[src/rtl/wb_commit_trace_pkg.sv]
// Shared pipeline-debug definitions: commit field widths, the commit record and
// a saturating increment used by the trace counters.
package wb_commit_trace_pkg;

    localparam int REG_W  = 5;
    localparam int DATA_W = 32;

    typedef struct packed {
        logic [REG_W-1:0]  rd;
        logic [DATA_W-1:0] data;
    } commit_t;

    // Increment v, holding at the all-ones value of a w-bit counter (w <= 32).
    function automatic logic [31:0] sat_inc(input logic [31:0] v, input int unsigned w);
        logic [31:0] max_v;
        max_v = (w >= 32) ? 32'hFFFF_FFFF : ((32'd1 << w) - 32'd1);
        return (v >= max_v) ? max_v : v + 32'd1;
    endfunction

endpackage

[src/rtl/sync_fifo_fwft.sv]
// First-word-fall-through FIFO: the head entry is visible on dout while level != 0.
module sync_fifo_fwft #(
    parameter int WIDTH = 8,
    parameter int DEPTH = 8,
    localparam int AW   = $clog2(DEPTH)
) (
    input  logic             clk,
    input  logic             rst,
    input  logic             clr,
    input  logic             push,
    input  logic             pop,
    input  logic [WIDTH-1:0] din,
    output logic [WIDTH-1:0] dout,
    output logic [AW:0]      level,
    output logic             full,
    output logic             empty
);

    logic [WIDTH-1:0] mem [DEPTH];
    logic [AW-1:0]    wr_ptr;
    logic [AW-1:0]    rd_ptr;
    logic             do_push;
    logic             do_pop;

    assign empty   = (level == '0);
    assign full    = (level == (AW+1)'(DEPTH));
    assign do_pop  = pop & ~empty;
    // A pop in the same cycle frees the slot a push into a full FIFO needs.
    assign do_push = push & (~full | do_pop);
    assign dout    = mem[rd_ptr];

    always_ff @(posedge clk or negedge rst) begin
        if (!rst) begin
            wr_ptr <= '0;
            rd_ptr <= '0;
            level  <= '0;
        end else if (clr) begin
            wr_ptr <= '0;
            rd_ptr <= '0;
            level  <= '0;
        end else begin
            if (do_push) wr_ptr <= wr_ptr + AW'(1);
            if (do_pop)  rd_ptr <= rd_ptr + AW'(1);
            case ({do_push, do_pop})
                2'b10:   level <= level + (AW+1)'(1);
                2'b01:   level <= level - (AW+1)'(1);
                default: level <= level;
            endcase
        end
    end

    always_ff @(posedge clk) begin
        if (do_push && !clr) mem[wr_ptr] <= din;
    end

endmodule

[src/rtl/wb_commit_trace.sv]
// Writeback commit tracer: time-stamps register-file commits into a FWFT FIFO
// and counts dropped commits and hazard stall cycles. Never stalls the pipeline.
module wb_commit_trace
    import wb_commit_trace_pkg::*;
#(
    parameter int DEPTH   = 8,
    parameter int STAMP_W = 16,
    parameter int DROP_W  = 8,
    localparam int LVL_W  = $clog2(DEPTH) + 1
) (
    input  logic               clk,
    input  logic               rst,
    input  logic               w_reg_wr_en,
    input  logic [REG_W-1:0]   w_reg_write,
    input  logic [DATA_W-1:0]  w_write_data,
    input  logic               ishazard,
    input  logic               trace_en,
    input  logic               clr,
    output logic               trace_valid,
    input  logic               trace_ready,
    output logic [REG_W-1:0]   trace_reg,
    output logic [DATA_W-1:0]  trace_data,
    output logic [STAMP_W-1:0] trace_stamp,
    output logic [LVL_W-1:0]   level,
    output logic               overflow,
    output logic [DROP_W-1:0]  drop_count,
    output logic [15:0]        stall_count
);

    localparam int ENTRY_W = REG_W + DATA_W + STAMP_W;

    logic [STAMP_W-1:0] cyc_cnt;
    logic [ENTRY_W-1:0] fifo_din;
    logic [ENTRY_W-1:0] fifo_dout;
    commit_t            head_commit;
    logic [STAMP_W-1:0] head_stamp;
    logic               push_req;
    logic               pop;
    logic               drop;
    logic               full;
    logic               empty;

    assign push_req = trace_en & w_reg_wr_en & (w_reg_write != '0) & ~clr;
    assign pop      = trace_valid & trace_ready;
    assign drop     = push_req & full & ~pop;
    assign fifo_din = {w_reg_write, w_write_data, cyc_cnt};

    sync_fifo_fwft #(
        .WIDTH (ENTRY_W),
        .DEPTH (DEPTH)
    ) u_fifo (
        .clk   (clk),
        .rst   (rst),
        .clr   (clr),
        .push  (push_req),
        .pop   (pop),
        .din   (fifo_din),
        .dout  (fifo_dout),
        .level (level),
        .full  (full),
        .empty (empty)
    );

    // Storage is not reset; masking with valid keeps the head at zero when empty.
    assign trace_valid                = ~empty;
    assign {head_commit, head_stamp}  = trace_valid ? fifo_dout : '0;
    assign trace_reg                  = head_commit.rd;
    assign trace_data                 = head_commit.data;
    assign trace_stamp                = head_stamp;

    always_ff @(posedge clk or negedge rst) begin
        if (!rst) begin
            cyc_cnt     <= '0;
            overflow    <= 1'b0;
            drop_count  <= '0;
            stall_count <= '0;
        end else begin
            cyc_cnt <= cyc_cnt + STAMP_W'(1);
            if (clr) begin
                overflow    <= 1'b0;
                drop_count  <= '0;
                stall_count <= '0;
            end else begin
                if (drop) begin
                    overflow   <= 1'b1;
                    drop_count <= DROP_W'(sat_inc(32'(drop_count), DROP_W));
                end
                if (ishazard) stall_count <= 16'(sat_inc(32'(stall_count), 16));
            end
        end
    end

endmodule

[config.mk]
export PLATFORM = sky130hd
export DESIGN_NAME = wb_commit_trace
export DESIGN_NICKNAME = d
export VERILOG_FILES = /design/src/rtl/wb_commit_trace_pkg.sv /design/src/rtl/sync_fifo_fwft.sv /design/src/rtl/wb_commit_trace.sv
export SDC_FILE = /design/constraint.sdc
export NUM_CORES = 1
export LEC_CHECK = 0
export ABC_AREA = 1
export CAP_MARGIN = 40
export CORE_MARGIN = 2
export CORE_UTILIZATION = 59
export CTS_BUF_LIST = sky130_fd_sc_hd__clkbuf_4 sky130_fd_sc_hd__clkbuf_8 sky130_fd_sc_hd__clkbuf_16
export DETAILED_ROUTE_END_ITERATION = 10
export DONT_BUFFER_PORTS = 1
export HOLD_SLACK_MARGIN = 0.06
export PLACE_DENSITY = 0.8
export SYNTH_ARGS = -nofsm -noshare
export SYNTH_HDL_FRONTEND = slang
export SYNTH_SLANG_ARGS = --single-unit
[constraint.sdc]
create_clock -name clk -period 5.83 [get_ports clk]
set_clock_uncertainty 0.05 [all_clocks]
set_input_delay 1.166 -clock clk [delete_from_list [all_inputs] [get_ports clk]]
set_output_delay 1.166 -clock clk [all_outputs]
set_load 0.01 [all_outputs]
==> results of run 1 <==
-- routing by layer --
layer	routed length, um	global-route usage (%)	part of all wire [%]
met1	16200	31.2	39
met2	20300	40.7	49
met3	3880	5.43	9.3
met5	0	0	0
met4	1230	9.52	2.9
-- area by class of cell --
class	instances	area (um2)	share of cell area, %
clock buffer	62	1270	6.00
clock inverter	17	129	0.607
inverter	47	181	0.855
multi-input combinational	1005	4790	22.6
sequential	475	14000	66.0
tap	442	553	2.61
timing repair buffer	27	280	1.32
-- worst min path at each step --
stage | end | slack (ns)
4_1_cts | stall_count[6] | 0.24
2_1_floorplan | overflow | 0.47
6_report | cyc_cnt[13] | 0.26
3_5_place_dp | overflow | 0.50
3_3_place_gp | overflow | 0.50
5_1_grt | cyc_cnt[13] | 0.23
-- worst reg2reg max path, stage by stage (launching register included) --
cell	delay, ns
dfrtp_1	0.51
nor2_2	0.09
nand2_2	0.06
buf_4	0.60
nand2_2	0.18
inv_2	0.14
nor2_2	0.06
nor2_2	0.17
nand2_1	0.30
nor2_4	0.62
buf_4	0.59
-- cell families after synthesis --
group / Yosys count / share of synthesized area, %
fa+ha+maj: 8 / 0.556
compound gates: 363 / 10.5
buf+inv: 135 / 3.17
simple gates: 616 / 12.6
xor+xnor: 18 / 0.815
flops: 475 / 72.4
-- per-stage QoR --
stage | std cells | hold WS, ns | total power [uW] | instance area, um2
finish | 2075 | 0.259 | 7500 | 21200
global route | 2075 | 0.232 | 7750 | 21200
CTS | 2075 | 0.235 | 7530 | 21200
detailed placement | 1996 | 0.496 | 4790 | 19800
global placement | 1992 | 0.500 | 4750 | 19700
floorplan | 1615 | 0.467 | 4560 | 19400
-- flip-flops by register name, indices dropped and copies added (netlist names) --
name,cells
u_fifo.level,4
overflow,1
drop_count,8
u_fifo.rd_ptr,3
cyc_cnt,16
stall_count,16
u_fifo.wr_ptr,3
u_fifo.mem,424
-- layout by cell type, fill, tap and decap left out --
| cell type | n |
|---|---|
| nor2_1 | 449 |
| edfxtp_1 | 424 |
| o21ai_0 | 223 |
| nand2_1 | 93 |
| o21ai_1 | 70 |
| o32ai_1 | 53 |
| dfrtp_1 | 48 |
| clkbuf_16 | 45 |
| inv_1 | 42 |
| nand3_1 | 40 |
| buf_4 | 22 |
| clkbuf_4 | 14 |
| xor2_1 | 11 |
| a21oi_1 | 10 |
| nand4_1 | 9 |
| clkinv_1 | 8 |
| nor2_4 | 7 |
| xnor2_1 | 7 |
| ha_1 | 7 |
| nor2_2 | 5 |
| nor3_1 | 5 |
| inv_2 | 4 |
| clkinv_2 | 4 |
| o211ai_1 | 3 |
| nand2_2 | 3 |
| clkbuf_8 | 3 |
| buf_12 | 3 |
| nor3_4 | 2 |
| o22ai_1 | 2 |
| a31oi_1 | 2 |
| nand3b_1 | 2 |
| inv_6 | 2 |
| clkinv_8 | 2 |
| buf_16 | 2 |
| dfrtp_4 | 2 |
| or2_2 | 1 |
| fa_1 | 1 |
| clkinvlp_4 | 1 |
| bufinv_16 | 1 |
| dfrtp_2 | 1 |
-- power breakdown --
part	switching, uW	total (uW)	internal [uW]	leakage, uW
clock network	1190	2760	1570	0.000701
logic	721	981	259	0.00212
registers	30.0	3760	3730	0.00441
==> flow_summary.yaml, run 1 <==
grt:
  gr-total-overflow: 0
  antenna_found_initial: 0
  grt_pass1_vias: 12353
  grt_pass1_wl_um: 64500
  grt_use_total_pct: 24.3
  grt_start_max_net_pins: 214
floorplanning:
  die-area_um2: 34300
  die_h_um: 185
  core_area_um2: 32500
  num_rows: 66
  fp.dieW_um: 185
  io_pins: 127
  start_util_pct: 59.6
placed_design:
  port_buffers: 0
  gp_congestion: 0.861
  dp_slack_ns: 1.91
  hpwlAfterDp_um: 22700
critical_path:
  reg2regPathDepth: 10
  r2r_start: "u_fifo.level[1]"
  cp.required_ns: 4.61
  cpMaxStageDelayCell: "dfrtp_4"
  path_cells: "buf_4 -> o21ai_0 -> o21ai_0 -> o21ai_0 -> nor2_1"
  crit_family: "flip-flops"
  arrival_ns: 2.97
  critPathMaxStageDelay_ns: 0.98
  crit_cells: 5
  cpMostUsedCell: "o21ai_0"
  worst-setup-path-type: "register to output port"
  critPathLaunch: "u_fifo.rd_ptr[1]"
  crit_buf_inv: 1
  crit_fanout: 82
  worst_setup_path_start_kind: "register"
  rr_endpoint: "u_fifo.mem[6][3]"
  critPathCaptureType: "output port"
  endpoint: "trace_stamp[2]"
  ff2ff_setup_slack_ns: 2.06
sta:
  rsz0062_at_grt: "no"
  relSlewSlack_pct: 40.1
  slew_viol_final: 0
  worst_slew_pin_slew_ns: 0.898
  finalSetupTns_ns: 0
  clock.fmax_ghz: 0.239
  setup_viol: 0
  finalCritPeriodShare_pct: 71.8
  fin_crit_ns: 4.19
  final_hold_viol_count: 0
  fin_ws_ns: 1.64
clock_network:
  clock-sinks: 475
  cts_tree: "built"
  cts.clk_slew.worst_paths_ns: 0.06
  h-tree-depth: 2
  root_buffer: "clkbuf_16"
  cts_hold_buf: 0
  numCtsBuffers: 45
  insertion_delay_ns: 0.56
  cts_resized: 0
  cts_setup_buffers: 0
  clk_path_buf_depth: 3
logic_synthesis:
  syn_nets: 1667
  async_flop_share_pct: 10.7
  synthTopCellsByArea: "edfxtp_1 (66%), nor2_1 (8.8%), dfrtp_1 (6.6%)"
  synth_top_area_share_pct: 65.8
  avgSynthCellArea_um2: 12.0
  postSynthCellCount: 1615
  synth_common_cells: "nor2_1 (455), edfxtp_1 (424), o21ai_0 (223), nand2_1 (93), o21ai_1 (70)"
  synth_seq_cells: 475
  synth_top_cell_by_area: "edfxtp_1"
  synth_edf_count: 424
  synth_flop_cell: "edfxtp_1"
  synth_area_um2: 19300
  ys_seq_area_share_pct: 72.4
  yosysMostFrequentCell: "nor2_1"
  synthDistinctLibCells: 32
  yosys_warnings: 0
layout:
  syn2layout_area_growth_pct: 9.71
  utilization_pct: 65.4
  layout-drive-gt1-share_pct: 7.59
  fillers: 2200
  nets: 1653
  antenna_cells: 0
routing:
  routed_wl_um: 41600
  first_iter_violations: 1492
  ant_nets: 0
  wl_per_cell_um: 20.1
  drc: 0
  viasPerCell: 6.03
  first_pass_iters: 6
  vias: 12502
power_and_ir_drop:
  ir_drop_mv: 0.223
  power_leakage_uw: 0.00724
  cellPowerDensity_nw_per_um2: 353
outcome:
  status: "completed"
job:
  max-cap-violations: 0
worst_hold_path:
  hold_class: "primary input to async pin"
Power figures use the tool's default switching activity.
==> run 2: changes to the inputs <==
--- a/config.mk
+++ b/config.mk
@@ -8,7 +8,7 @@
 export ABC_AREA = 1
 export CAP_MARGIN = 40
 export CORE_MARGIN = 2
-export CORE_UTILIZATION = 59
+export CORE_UTILIZATION = 57
 export CTS_BUF_LIST = sky130_fd_sc_hd__clkbuf_4 sky130_fd_sc_hd__clkbuf_8 sky130_fd_sc_hd__clkbuf_16
 export DETAILED_ROUTE_END_ITERATION = 10
 export DONT_BUFFER_PORTS = 1
==> constraint.sdc (replaced) <==
create_clock -name clk -period 3.42 [get_ports clk]
set_clock_uncertainty 0.05 [all_clocks]
set_input_delay 0.684 -clock clk [delete_from_list [all_inputs] [get_ports clk]]
set_output_delay 0.684 -clock clk [all_outputs]
set_load 0.01 [all_outputs]
==> run 2 against run 1 <==
Against the previous run: count of clock-buffer cells in the layout decreased by 8; register-to-register slack got worse by 1.2 ns; sequential power grew 70%; non-clock buffer count rose by 6; critical path type unchanged; largest cell class unchanged; largest power group unchanged.
==> flow_summary.yaml, run 2 (synthesis gave the netlist of run 1 again) <==
power_and_ir_drop:
  p_switching_uw: 3380
  cellPowerDensity_nw_per_um2: 613
  p_seq_share_pct: 48.6
  ir_drop_mv: 0.328
  pwr-share-comb_pct: 13.1
  p_total_uw: 13200
  power_leakage_uw: 0.00734
  switching_share_pct: 25.7
  p_int_uw: 9800
  p_clk_share_pct: 38.3
sta:
  clock.fmax_ghz: 0.309
  slew_viol_final: 0
  final_hold_viol_count: 0
  worst_slew_pin_slew_ns: 0.798
  finalCritPeriodShare_pct: 94.7
  relSlewSlack_pct: 46.8
  whs_ns: 0.162
  rsz0062_at_grt: "no"
  setup_viol: 0
  finalSetupTns_ns: 0
  fin_crit_ns: 3.24
layout:
  layout-drive-gt1-share_pct: 7.85
  reg.largest.list: "u_fifo.mem (424), cyc_cnt (16), stall_count (16)"
  final_cell_mix: "nor2_1 (448), edfxtp_1 (424), o21ai_0 (223), nand2_1 (93), o21ai_1 (70)"
  antenna_cells: 0
  largest_register_ffs: 424
  fin_area_um2: 21500
  nets: 1661
  fillers: 2304
  area.sequential_um2: 14000
  multiInputGateArea_um2: 4790
  mostFrequentLayoutCell: "nor2_1"
  largest-register: "u_fifo.mem"
  syn2layout_area_growth_pct: 11.1
routing:
  viasPerCell: 6.10
  vias: 12748
  wl_per_cell_um: 20.6
  first_pass_iters: 5
  routed_wl_um: 43100
  first_iter_violations: 1300
  ant_nets: 0
  drc: 0
critical_path:
  crit_fanout: 63
  cpMostUsedCell: "o21ai_0"
  crit_family: "buffers and inverters"
  crit_buf_inv: 3
  arrival_ns: 2.51
  path_cells: "inv_6 -> buf_12 -> buf_4 -> o21ai_0 -> o21ai_1 -> o21ai_0 -> nor2_1"
  worst_setup_path_start_kind: "register"
  critPathCaptureType: "output port"
  worst-setup-path-type: "register to output port"
  critPathMaxStageDelay_ns: 0.52
  cpMaxStageDelayCell: "dfrtp_4"
  cp.required_ns: 2.69
grt:
  antenna_found_initial: 0
  grt_start_max_net_pins: 161
  gr-total-overflow: 0
  grt_pass1_vias: 12683
  grt_pass1_wl_um: 67900
  grt_use_total_pct: 24.3
clock_network:
  h-tree-depth: 2
  insertion_delay_ns: 0.55
  numCtsBuffers: 47
  clock-sinks: 475
  cts_tree: "built"
  clk_path_buf_depth: 3
  root_buffer: "clkbuf_16"
  cts.clk_slew.worst_paths_ns: 0.06
outcome:
  status: "completed"
floorplanning:
  num_rows: 67
  fp.dieW_um: 188
  start_util_pct: 57.8
  die_h_um: 188
  die-area_um2: 35400
  core_area_um2: 33400
  io_pins: 127
worst_hold_path:
  hold_class: "primary input to register"
placed_design:
  place_area_um2: 19900
  port_buffers: 0
  gp_congestion: 0.859
  hpwlAfterDp_um: 23300
job:
  max-cap-violations: 0
-- run 2: area by class of cell --
type / instances / area share (%)
inverter: 47 / 0.844
timing repair buffer: 33 / 1.95
multi-input combinational: 1005 / 22.3
clock buffer: 54 / 5.94
clock inverter: 29 / 1.15
tap: 448 / 2.61
sequential: 475 / 65.2
-- run 2: path summary, 6_finish.rpt --
check	start	to	slack [ns]	cells after the start
worst max-delay path	u_fifo.rd_ptr[0]	trace_data[6]	0.18	7
worst min-delay path	clr	u_fifo.rd_ptr[1]	0.16	1
worst max register to register	u_fifo.level[0]	u_fifo.mem[6][40]	0.89	9
worst min register to register	overflow	overflow	0.53	2
max in group asynchronous	rst	u_fifo.rd_ptr[1]	2.44	2
min in group asynchronous	rst	stall_count[13]	0.63	2
-- run 2: worst register-to-register path, delay by kind of cell (launching register included) --
kind | cells | cell delay, ns
and+or+nand+nor | 7 | 0.97
DFF | 1 | 0.54
buffers and inverters | 2 | 0.59
-- run 2: per-stage QoR --
step	instances	setup slack, ns	utilization [%]
6_report	2091	0.180	64.3
2_1_floorplan	1615	-0.670	-
3_3_place_gp	2004	0.676	59.5
4_1_cts	2090	0.0482	64.2
5_1_grt	2091	0.00840	64.3
3_5_place_dp	2005	0.616	59.5
-- run 2: routing by layer --
| metal | up-vias | track usage, % | part of all wire [%] |
|---|---|---|---|
| li1 | 5740 | - | - |
| met1 | 6217 | 31.7 | 38 |
| met2 | 688 | 40.7 | 49 |
| met3 | 103 | 4.94 | 10 |
| met4 | 0 | 9.42 | 2.9 |
| met5 | - | 0 | 0 |
-- run 2: power groups by stage --
stage | clock network [uW] | registers (uW) | logic [uW]
6_report | 5050 | 6400 | 1730
5_1_grt | 5320 | 6400 | 1930
4_1_cts | 5090 | 6400 | 1710
3_5_place_dp | 0 | 6520 | 1660
3_3_place_gp | 0 | 6520 | 1610
2_1_floorplan | 0 | 6500 | 1280
-- run 2: timing repair --
action                                  in CTS  in global routing
endpoints found under the hold margin       51                  0
hold buffers                                 2                  0
gates resized for setup                      0                  3
endpoints found under the setup margin       0                 20
setup buffers                                0                  1
==> run 3: changes to the inputs <==
--- a/config.mk
+++ b/config.mk
@@ -8,12 +8,11 @@
 export ABC_AREA = 1
 export CAP_MARGIN = 40
 export CORE_MARGIN = 2
-export CORE_UTILIZATION = 57
+export CORE_UTILIZATION = 53
 export CTS_BUF_LIST = sky130_fd_sc_hd__clkbuf_4 sky130_fd_sc_hd__clkbuf_8 sky130_fd_sc_hd__clkbuf_16
 export DETAILED_ROUTE_END_ITERATION = 10
-export DONT_BUFFER_PORTS = 1
 export HOLD_SLACK_MARGIN = 0.06
-export PLACE_DENSITY = 0.8
+export PLACE_DENSITY = 0.81
 export SYNTH_ARGS = -nofsm -noshare
 export SYNTH_HDL_FRONTEND = slang
 export SYNTH_SLANG_ARGS = --single-unit
==> constraint.sdc (replaced) <==
create_clock -name clk -period 3.42 [get_ports clk]
set_clock_uncertainty 0.05 [all_clocks]
set_input_delay 0.342 -clock clk [delete_from_list [all_inputs] [get_ports clk]]
set_output_delay 0.342 -clock clk [all_outputs]
set_load 0.01 [all_outputs]
==> run 3 against run 2 <==
Against the previous run: non-clock buffer count is 134 higher; worst setup slack worse by 0.039 ns; sequential power about the same; clock power decreased by 2%; critical path type unchanged.
==> flow_summary.yaml, run 3 (synthesis gave the netlist of run 1 again) <==
layout:
  final_cell_mix: "nor2_1 (449), edfxtp_1 (424), o21ai_0 (223), clkdlybuf4s50_1 (124), nand2_1 (93)"
  largest_register_ffs: 424
  reg.largest.list: "u_fifo.mem (424), cyc_cnt (16), stall_count (16)"
  largest-register: "u_fifo.mem"
  syn2layout_area_growth_pct: 18.2
  fillers: 2522
  antenna_cells: 0
  mostFrequentLayoutCell: "nor2_1"
  nets: 1794
  layout-drive-gt1-share_pct: 7.82
placed_design:
  port_buffers: 126
  dp_slack_ns: 0.563
  hpwlAfterDp_um: 24200
  gp_congestion: 0.873
grt:
  gr-total-overflow: 0
  grt_use_total_pct: 22.2
  antenna_found_initial: 0
  grt_pass1_wl_um: 67300
  grt_start_max_net_pins: 146
  grt_pass1_vias: 12998
critical_path:
  arrival_ns: 2.89
  crit_fanout: 145
  worst-setup-path-type: "register to output port"
  critPathCaptureType: "output port"
  worst_setup_path_start_kind: "register"
  cp.required_ns: 3.03
routing:
  ant_nets: 0
  viasPerCell: 5.79
  routed_wl_um: 42900
  vias: 12973
  first_pass_iters: 5
  first_iter_violations: 1268
  wl_per_cell_um: 19.2
  drc: 0
sta:
  setup_viol: 0
  clock.fmax_ghz: 0.305
  relSlewSlack_pct: 37.4
  final_hold_viol_count: 0
  slew_viol_final: 0
  fin_crit_ns: 3.28
  fin_ws_ns: 0.141
  worst_slew_pin_slew_ns: 0.936
  whs_ns: 0.281
  rsz0062_at_grt: "yes"
  finalCritPeriodShare_pct: 95.9
clock_network:
  numCtsBuffers: 46
  clock-sinks: 475
  cts.clk_slew.worst_paths_ns: 0.06
  insertion_delay_ns: 0.55
  root_buffer: "clkbuf_16"
  cts_tree: "built"
  clk_path_buf_depth: 3
  h-tree-depth: 2
job:
  max-cap-violations: 0
power_and_ir_drop:
  ir_drop_mv: 0.448
  power_leakage_uw: 0.00786
  cellPowerDensity_nw_per_um2: 595
floorplanning:
  core_area_um2: 35700
  die-area_um2: 38000
  io_pins: 127
  start_util_pct: 54.1
  fp.dieW_um: 195
  num_rows: 69
  die_h_um: 195
outcome:
  status: "completed"
worst_hold_path:
  hold_class: "primary input to async pin"
[run 3: cell count changes in the layout (fill, tap and decap cells not counted), moves of 2 or more]
cell,delta
clkbuf_8,-2
inv_6,-2
clkdlybuf4s50_1,+124
clkinv_8,+2
clkinv_4,-2
buf_12,+5
buf_4,+2
clkbuf_4,+9
clkbuf_16,-3
[run 3: final timing paths]
| kind | slack (ns) | depth (start not counted) | from | end |
|---|---|---|---|---|
| setup / recovery | 0.14 | 6 | u_fifo.rd_ptr[0] | trace_stamp[0] |
| hold / removal | 0.28 | 2 | rst | stall_count[1] |
| setup reg to reg | 1.05 | 9 | u_fifo.level[3] | u_fifo.mem[5][36] |
| hold reg to reg | 0.50 | 2 | overflow | overflow |
| max in group asynchronous | 2.17 | 3 | rst | u_fifo.rd_ptr[0] |
| min in group clk | 0.44 | 3 | trace_ready | u_fifo.rd_ptr[0] |
[run 3: area by class of cell]
class | instances | area [um2] | share of cell area (%)
inverters | 47 | 189 | 0.826
flip-flops and latches | 475 | 14000 | 61.3
clock buffers | 58 | 1240 | 5.43
multi-input cells | 1005 | 4790 | 21.0
repair buffers | 167 | 1810 | 7.90
well taps | 461 | 577 | 2.52
clock inverters | 26 | 248 | 1.08
[run 3: metrics by stage]
stage               instance area [um2]  total power (uW)  instances  setup TNS, ns  utilization [%]
floorplan                         19400              7780       1615        -192.81                -
global placement                  21300              8690       2153              0             59.7
global route                      22900             14100       2239       -0.00409             64.0
finish                            22900             13600       2239              0             64.0
detailed placement                21300              8750       2153              0             59.7
CTS                               22800             13600       2238              0             63.9
[run 3: metal layers]
| metal | track usage, % | wire (um) | vias up | share of wire [%] |
|---|---|---|---|---|
| met4 | 7.21 | 971 | 0 | 2.3 |
| met2 | 37.8 | 21500 | 582 | 50 |
| li1 | - | - | 6007 | - |
| met5 | 0 | 0 | - | 0 |
| met1 | 28.9 | 17100 | 6292 | 40 |
| met3 | 4.53 | 3390 | 92 | 7.9 |
[run 3: what timing repair did]
item                       CTS  global route
setup endpoints to repair    0            14
gates resized for setup      0             6
setup buffers                0             1
hold endpoints to repair    23             0
hold buffers                 1             0
[run 3: worst max-delay path: stages (launching register included)]
cell	delay, ns
dfrtp_4	0.49
buf_16	0.44
nor2_1	0.11
o32ai_1	0.30
nor2_1	0.08
nor2_1	0.28
clkdlybuf4s50_1	0.61
[run 3: power by group]
part | internal [uW] | switching [uW]
combinational | 907 | 1360
sequential | 6350 | 42.0
clock | 2890 | 2060
